--- src/rtl/bch_early_stop_ctrl.sv ---
// Early-termination controller for the BCH/Chase decoder: collects per-pattern
// syndrome sets and decides between an early stop and a full decode request.
module bch_early_stop_ctrl #(
  parameter int NUM_TP  = 4,
  parameter int NUM_SYN = 4,
  parameter int SYN_W   = 10,
  parameter int TP_W    = (NUM_TP > 1) ? $clog2(NUM_TP) : 1
) (
  input  logic                     i_clk,
  input  logic                     i_rst_n,
  input  logic                     i_start,
  input  logic                     i_mode,
  input  logic [1:0]               i_code,
  input  logic                     i_syn_valid,
  input  logic [TP_W-1:0]          i_tp_idx,
  input  logic [NUM_SYN*SYN_W-1:0] i_syn,
  output logic                     o_busy,
  output logic                     o_early_stop_pulse,
  output logic                     o_decode_req_pulse,
  output logic [TP_W-1:0]          o_stop_tp_idx,
  output logic                     o_dup_err
);

  typedef enum logic [1:0] {IDLE, COLLECT, DONE} state_e;

  state_e            state_q, state_d;
  logic [NUM_TP-1:0] seen_q, seen_d;
  logic              mode_q, mode_d;
  logic              fullCheck_q, fullCheck_d;
  logic              earlyStop_q, earlyStop_d;
  logic              decodeReq_q, decodeReq_d;
  logic [TP_W-1:0]   stopIdx_q, stopIdx_d;
  logic              dupErr_q, dupErr_d;

  logic [NUM_TP-1:0] hitVec;
  logic              effFull;
  logic              synZero;
  logic              accept;

  // One-hot of the incoming index; out-of-range indices give an empty vector.
  always_comb begin
    hitVec = '0;
    for (int i = 0; i < NUM_TP; i++) begin
      if (i_tp_idx == TP_W'(i)) hitVec[i] = 1'b1;
    end
  end

  // A start in the same cycle means the new code applies to this input.
  always_comb begin
    effFull = i_start ? (i_code == 2'b10) : fullCheck_q;
    synZero = 1'b1;
    for (int k = 0; k < NUM_SYN; k++) begin
      if (((k < NUM_SYN / 2) || effFull) && (i_syn[k*SYN_W +: SYN_W] != '0)) synZero = 1'b0;
    end
  end

  always_comb begin
    state_d     = state_q;
    seen_d      = seen_q;
    mode_d      = mode_q;
    fullCheck_d = fullCheck_q;
    earlyStop_d = 1'b0;
    decodeReq_d = 1'b0;
    stopIdx_d   = stopIdx_q;
    dupErr_d    = dupErr_q;
    accept      = 1'b0;

    if (i_start) begin
      state_d     = COLLECT;
      seen_d      = '0;
      mode_d      = i_mode;
      fullCheck_d = (i_code == 2'b10);
      stopIdx_d   = '0;
      dupErr_d    = 1'b0;
    end

    accept = (i_start || (state_q == COLLECT)) && i_syn_valid && (|hitVec)
             && (mode_d || (i_tp_idx == '0));

    if (accept) begin
      if (|(seen_d & hitVec)) begin
        dupErr_d = 1'b1;
      end else begin
        seen_d = seen_d | hitVec;
        if (synZero) begin
          earlyStop_d = 1'b1;
          stopIdx_d   = i_tp_idx;
          state_d     = DONE;
        end else if (mode_d ? (&seen_d) : seen_d[0]) begin
          decodeReq_d = 1'b1;
          state_d     = DONE;
        end
      end
    end
  end

  always_ff @(posedge i_clk) begin
    if (!i_rst_n) begin
      state_q     <= IDLE;
      seen_q      <= '0;
      mode_q      <= 1'b0;
      fullCheck_q <= 1'b0;
      earlyStop_q <= 1'b0;
      decodeReq_q <= 1'b0;
      stopIdx_q   <= '0;
      dupErr_q    <= 1'b0;
    end else begin
      state_q     <= state_d;
      seen_q      <= seen_d;
      mode_q      <= mode_d;
      fullCheck_q <= fullCheck_d;
      earlyStop_q <= earlyStop_d;
      decodeReq_q <= decodeReq_d;
      stopIdx_q   <= stopIdx_d;
      dupErr_q    <= dupErr_d;
    end
  end

  assign o_busy             = (state_q == COLLECT);
  assign o_early_stop_pulse = earlyStop_q;
  assign o_decode_req_pulse = decodeReq_q;
  assign o_stop_tp_idx      = stopIdx_q;
  assign o_dup_err          = dupErr_q;

endmodule
--- config.mk ---
export PLATFORM = sky130hd
export DESIGN_NAME = bch_early_stop_ctrl
export DESIGN_NICKNAME = d
export VERILOG_FILES = /design/src/rtl/bch_early_stop_ctrl.sv
export SDC_FILE = /design/constraint.sdc
export NUM_CORES = 1
export LEC_CHECK = 0
export CAP_MARGIN = 5
export CORE_MARGIN = 5
export CORE_UTILIZATION = 35
export CTS_BUF_LIST = sky130_fd_sc_hd__clkbuf_16
export DETAILED_ROUTE_END_ITERATION = 10
export HOLD_SLACK_MARGIN = 0.02
export PLACE_DENSITY = 0.9
export SYNTH_ARGS = -nofsm -noshare
export SYNTH_HDL_FRONTEND = slang
export SYNTH_SLANG_ARGS = --single-unit
--- constraint.sdc ---
create_clock -name i_clk -period 5.1 [get_ports i_clk]
set_input_delay 1.02 -clock i_clk [delete_from_list [all_inputs] [get_ports i_clk]]
set_output_delay 1.02 -clock i_clk [all_outputs]
set_load 0.02 [all_outputs]
Yosys cells after proc, flatten, opt, wreduce, memory -nomap -nowiden. Index checks and enable logic that the tools add are counted. W data, S select, Z words.

ROM bits: 0. Memories: 0. Latch bits: 0. Output and inout bits: 6. Register bits: 13. RAM bits: 0.

Order comparisons: 0. Equality and inequality tests: 5. Multiplexer cells: 28. Bitwise operators: 4. Multipliers: 0. Shift-type cells: 0. Reductions and logical operators: 17. Divide/modulo/power cells: 0. Add/sub/neg operators: 0.

Operators with widths (number): $reduce_bool A10 Y1 (4); $mux W2 (9); $mux W1 (16); $mux W4 (3); $reduce_or A4 Y1 (2); $reduce_or A7 Y1 (1); $eq A2 B2 Y1 const B (3); $reduce_or A6 Y1 (1); $logic_and A1 B1 Y1 (5); $and A4 B4 Y4 (1); $eq A2 B1 Y1 const B (2); $or A4 B4 Y4 (1); $reduce_and A4 Y1 (1); $logic_not A2 Y1 (1); $logic_or A1 B1 Y1 (2); $not A1 Y1 (2).

Logic depth before layout (Yosys ltp).
Word-level depth: 9. Mapped depth: 7. Depth with buffers taken out: 5.

Worst setup path after synthesis. OpenSTA, ideal clock, no wires.

Path kind: input to register. From: input i_tp_idx[0]. To: register state_q[0]. Path slack: 2.742 ns. Stages on the path: 7. Arrival time: 2.240 ns. Buffers on the path: 2. Setup time: 0.118 ns. Path through: buf_6 > mux4_2 > o21ai_1 > and3_1 > buf_6 > o211ai_4 > o2111a_1.

Longest elaborated chain between the ends: 9. Elaborated cells on any way between the ends: 21. Classes of those cells: eq/ne (3); mux (9); bitwise (2); reduce/logical (7).

Ends and longest elaborated chain: from (decl) (line 15) `input logic [TP_W-1:0] i_tp_idx,`; $eq A2 B1 Y1 (tied with other cells) (line 44) `if (i_tp_idx == TP_W'(i)) hitVec[i] = 1'b1;`; $mux W1 (line 44); $or A4 B4 Y4 (line 84) `seen_d = seen_d | hitVec;`; $reduce_and A4 Y1 (line 89) `end else if (mode_d ? (&seen_d) : seen_d[0]) begin`; $mux W1 (line 89); $mux W2 (line 89); $mux W2 (line 85) `if (synZero) begin`; $mux W2 (line 81) `if (|(seen_d & hitVec)) begin`; $mux W2 * (line 80) `if (accept) begin`; to (signal assigned) (line 108) `state_q <= state_d;`; to (decl) (line 26) `state_e state_q, state_d;`.

Every way passes the cells marked *; elsewhere a longest branch is shown, timed or not. A chain may end at the register's enable or synchronous reset.

Worst setup path in the final report.
From: input i_tp_idx[0]. To: register stopIdx_q[1] (netlist: o_stop_tp_idx[1]).

Longest elaborated chain between the ends: 6. Elaborated cells on any way between the ends: 16. Classes of those cells: eq/ne (3); mux (6); bitwise (1); reduce/logical (6).

Ends and longest elaborated chain: $eq A2 B1 Y1 (tied with other cells) (line 44); $mux W1 (line 44); $and A4 B4 Y4 or $reduce_or A4 Y1 (tied branches) (line 81, 77); $reduce_or A4 Y1 or $logic_and A1 B1 Y1 (tied branches) (line 81, 77); $mux W2 or $logic_and A1 B1 Y1 (tied branches) (line 81, 78); $mux W2 * (line 80); to (signal assigned) (line 114) `stopIdx_q <= stopIdx_d;`; to (decl) (line 32) `logic [TP_W-1:0] stopIdx_q, stopIdx_d;`.

Marks and branches as above.

==> flow_results.org <==
** Route
- Met2 wirelength from detailed routing :: 1390 um
- Dividing the detail-routed wire length by the instance count gives 15.2 um.
- In this run, the number of DRC markers left after iteration 0 of detailed routing was 7.
- After detailed routing, the total wire length is between 2000 and 2500 um.
- Met3 routed WL :: approximately 140 um
- Detail-routed via count per cell :: around 5.1
- Via count :: 838
- The count of nets left with antenna violations once routing finished came out at 0.
- Routed signal wires occupy layers up through met4.
- Residual DRC :: 0
- Routed length on met1 :: 893 um
- Before antenna repair, the detailed router went through 8 iterations.

** Worst setup path
- In this design, the stage delay of the slowest critical-path cell is 640 ps.
- Worst r2r src :: seen_q[3]
- For the worst setup path, the data arrival time is 3030 ps.
- Maximum net fanout on the critical path :: 9
- At the worst endpoint, the required time is 5220 ps.
- The critical path goes through clkdlybuf4s50_1 > mux4_2 > o21ai_1 > and3_1 > o211ai_4 > mux2i_1.
- The slowest stage of the critical path belongs to the cell sky130_fd_sc_hd__clkdlybuf4s50_1.
- In this run the register-to-register setup slack is 3360 ps.
- STA classifies the critical path startpoint as an input port.
- Broken down by cell family, the worst path's largest delay share belongs to multiplexers.
- End of the worst register-to-register path :: o_stop_tp_idx[1]
- Worst path buffer plus inverter count :: 1
- Reg2Reg Depth :: 5
- The worst setup path is of the in2reg kind.
- Endpoint type of the worst setup path :: flip-flop

** Yosys
- The number of different library cells used by synthesis comes to 27.
- After synthesis, the mean cell area works out to 8.80 um2.
- Net count of the mapped netlist :: around 130
- After technology mapping, the gate count stands at 82.
- Seq/Total Area, Yosys :: 36.0%
- After synthesis the netlist holds a flip-flop and latch count of 13.
- After synthesis the cells add up to 722 um2.
- Synth warnings :: 0

** Clock network
- Later-pin clock latency in the skew report :: between 200 and 250 ps
- TritonCTS created 3 clock buffers.
- Setup Buffers After CTS :: 0
- Counting along the longest clock path gives a buffer depth of 2.
- Post-CTS repair changed the size of 0 cells.
- Clock tree synthesis selected as its root buffer the cell sky130_fd_sc_hd__clkbuf_16.
- TritonCTS built the clock tree.
- Num Clock Sinks :: 13
- Hold repair after CTS inserted 0 buffers.
- Number of H-tree levels :: 1
- Clk slew on worst S/H paths :: roughly 40 ps

** Floorplan
- Die height :: 55.4 um
- Floorplan die width :: 55.4 um
- The core region is 1960 um2.
- Full die area :: around 3000 um2
- 55 I/O pins were placed.
- For this configuration, the core starts out at a cell density of 36.8%.
- In this run the core area contains 16 standard-cell rows.

** STA
- Highest clock frequency the design can meet :: 0.343 GHz
- Of the available clock period, the critical path in the final layout requires 57.2%.
- Final number of hold-violating endpoints :: 0
- Setup repair after global routing missed its margin :: no
- Slew Limit Headroom :: 76.3%
- Setup violations, final :: 0
- Final worst setup slack :: between 2000 and 2500 ps
- Min Hold Slack :: about 480 ps
- After routing, the total negative slack on setup checks comes to 0 ps.
- Setup skew after layout :: 0.449 ps
- The worst path needs 2910 ps of the cycle, external delays included.
- The final max-slew violation count came to 0.
- At the pin with the least slew margin, the transition time is 355 ps.

** Run status
- The flow ran to the end, and the final reports show no timing, DRC or antenna violations.

** Placement
- Buffers placed on the I/O ports in this run total 54.
- At the end of routability-driven placement, the weighted congestion stood at about 0.84.
- Half-perimeter wire length of the detailed placement result :: 2130 um
- Pre-CTS worst setup slack :: 1950 ps

** Hold path
- HP Class :: reg2reg
- WHS Endpoint :: o_stop_tp_idx[1]
- Startpoint of the worst hold path :: o_stop_tp_idx[1]
- The worst hold path was traced through 2 stages.

** Finish
- Cells with a size suffix above 1 make up 5.88% of the layout.
- Relative to the synthesized area, the layout overhead comes to 84.9%.
- Commonest cells after routing, fill and taps aside :: 54 x sky130_fd_sc_hd__clkdlybuf4s50_1, 13 x sky130_fd_sc_hd__dfxtp_1, 10 x sky130_fd_sc_hd__nand2_1, 10 x sky130_fd_sc_hd__nor4_1, 9 x sky130_fd_sc_hd__nor2b_1
- The net count of the finished layout is 186.
- Leading cell type in the layout, fill and taps excluded :: sky130_fd_sc_hd__clkdlybuf4s50_1
- Number of inserted diodes :: 0
- Cells fill 68.0% of the core in the end.

** Global route
- Global routing usage summed across all routing layers :: 16.7%
- Global route total overflow :: 0
- Wire length of the first global-routing pass :: 4040 um
- Number of antenna violations at the first check in global routing :: 0
- Pin count of the biggest net entering global routing :: 13
- The number of global-route vias before repair is 920.

** Pwr
- Pwr dens :: between 200 and 250 nW/um2
- VDD sags by at most 0.198 mV.
- Total power of the final layout :: around 0.31 mW
- Static Leak :: 0.479 nW

** Run
- Maximum capacitance violations :: 0
cells in the mapped netlist:
cell                       instances  area, um2
sky130_fd_sc_hd__a41oi_1           1       8.76
sky130_fd_sc_hd__a31oi_1           1       6.26
sky130_fd_sc_hd__o21ai_1           1       5.00
sky130_fd_sc_hd__a21oi_1           2       10.0
sky130_fd_sc_hd__o211ai_4          1       21.3
sky130_fd_sc_hd__and2b_2           1       8.76
sky130_fd_sc_hd__dfxtp_1          13        260
sky130_fd_sc_hd__nand2_1          10       37.5
sky130_fd_sc_hd__mux2_2            1       11.3
sky130_fd_sc_hd__mux2i_1           3       30.0
sky130_fd_sc_hd__o31ai_1           1       7.51
sky130_fd_sc_hd__nor4_1           10       62.6
sky130_fd_sc_hd__o2111a_1          1       11.3
sky130_fd_sc_hd__o211ai_1          2       15.0
sky130_fd_sc_hd__a32oi_1           2       17.5
sky130_fd_sc_hd__nor2b_1           9       56.3
sky130_fd_sc_hd__or2b_2            1       8.76
sky130_fd_sc_hd__buf_6             2       22.5
sky130_fd_sc_hd__mux4_2            1       22.5
sky130_fd_sc_hd__inv_1             3       11.3
sky130_fd_sc_hd__a22oi_1           2       15.0
sky130_fd_sc_hd__nor2_1            5       18.8
sky130_fd_sc_hd__clkbuf_8          1       13.8
sky130_fd_sc_hd__nand3_1           3       15.0
sky130_fd_sc_hd__clkbuf_1          1       3.75
sky130_fd_sc_hd__o21ai_0           3       15.0
sky130_fd_sc_hd__and3_1            1       6.26
state kept, by name (all words and copies together), names as in the netlist:
name and flops:
fullCheck_q 1, o_early_stop_pulse 1, mode_q 1, o_stop_tp_idx 2, state_q 2, o_decode_req_pulse 1, o_dup_err 1, seen_q 4
metrics by stage:
stage / area [um2] / instances
detailed placement: 1260 / 159
global route: 1340 / 163
floorplan: 722 / 82
global placement: 1260 / 159
finish: 1340 / 163
CTS: 1340 / 163
final cells by class:
type                            count  area [um2]
Clock buffer                        3        75.1
Clock inverter                      1        3.75
Fill cell                         181         627
Inverter                            3        11.3
Multi-Input combinational cell     62         410
Sequential cell                    13         260
Tap cell                           27        33.8
Timing Repair Buffer               54         541
report_power, final:
group	internal (mW)	switching [mW]	total [mW]
registers	0.104	0.00112	0.105
clock network	0.103	0.0398	0.143
logic	0.0404	0.0189	0.0593
how the worst max path moves through the flow:
| stage | startpoint | end | slack [ps] | cells past startpoint |
|---|---|---|---|---|
| 2_1_floorplan | i_tp_idx[0] | state_q[0] | 2740 | 7 |
| 6_report | i_tp_idx[0] | o_stop_tp_idx[1] | 2190 | 6 |
| 4_1_cts | i_tp_idx[0] | o_stop_tp_idx[1] | 2200 | 6 |
| 5_1_grt | i_tp_idx[0] | state_q[0] | 2090 | 6 |
| 3_5_place_dp | i_tp_idx[0] | state_q[0] | 1950 | 6 |
| 3_3_place_gp | i_tp_idx[0] | state_q[0] | 2030 | 6 |
kinds of logic after synthesis:
logic type / count (synthesis) / share of synthesized area (%)
compound gates: 17 / 18.4
buf+inv: 7 / 7.10
mux: 5 / 8.84
simple gates: 40 / 29.6
flops: 13 / 36.0
worst reg2reg max path, cell delays in order, from the launching register on:
cell and delay, ps:
sky130_fd_sc_hd__dfxtp_1 330, sky130_fd_sc_hd__mux4_2 490, sky130_fd_sc_hd__o21ai_1 120, sky130_fd_sc_hd__and3_1 380, sky130_fd_sc_hd__o211ai_4 150, sky130_fd_sc_hd__mux2i_1 140
per-layer routing:
layer,global-route usage (%),vias up
met2,31.9,32
met1,16.1,383
met3,5.36,8
li1,-,415
met4,6.94,0
met5,0,-
No activity file was read; power rests on OpenSTA's default activity.
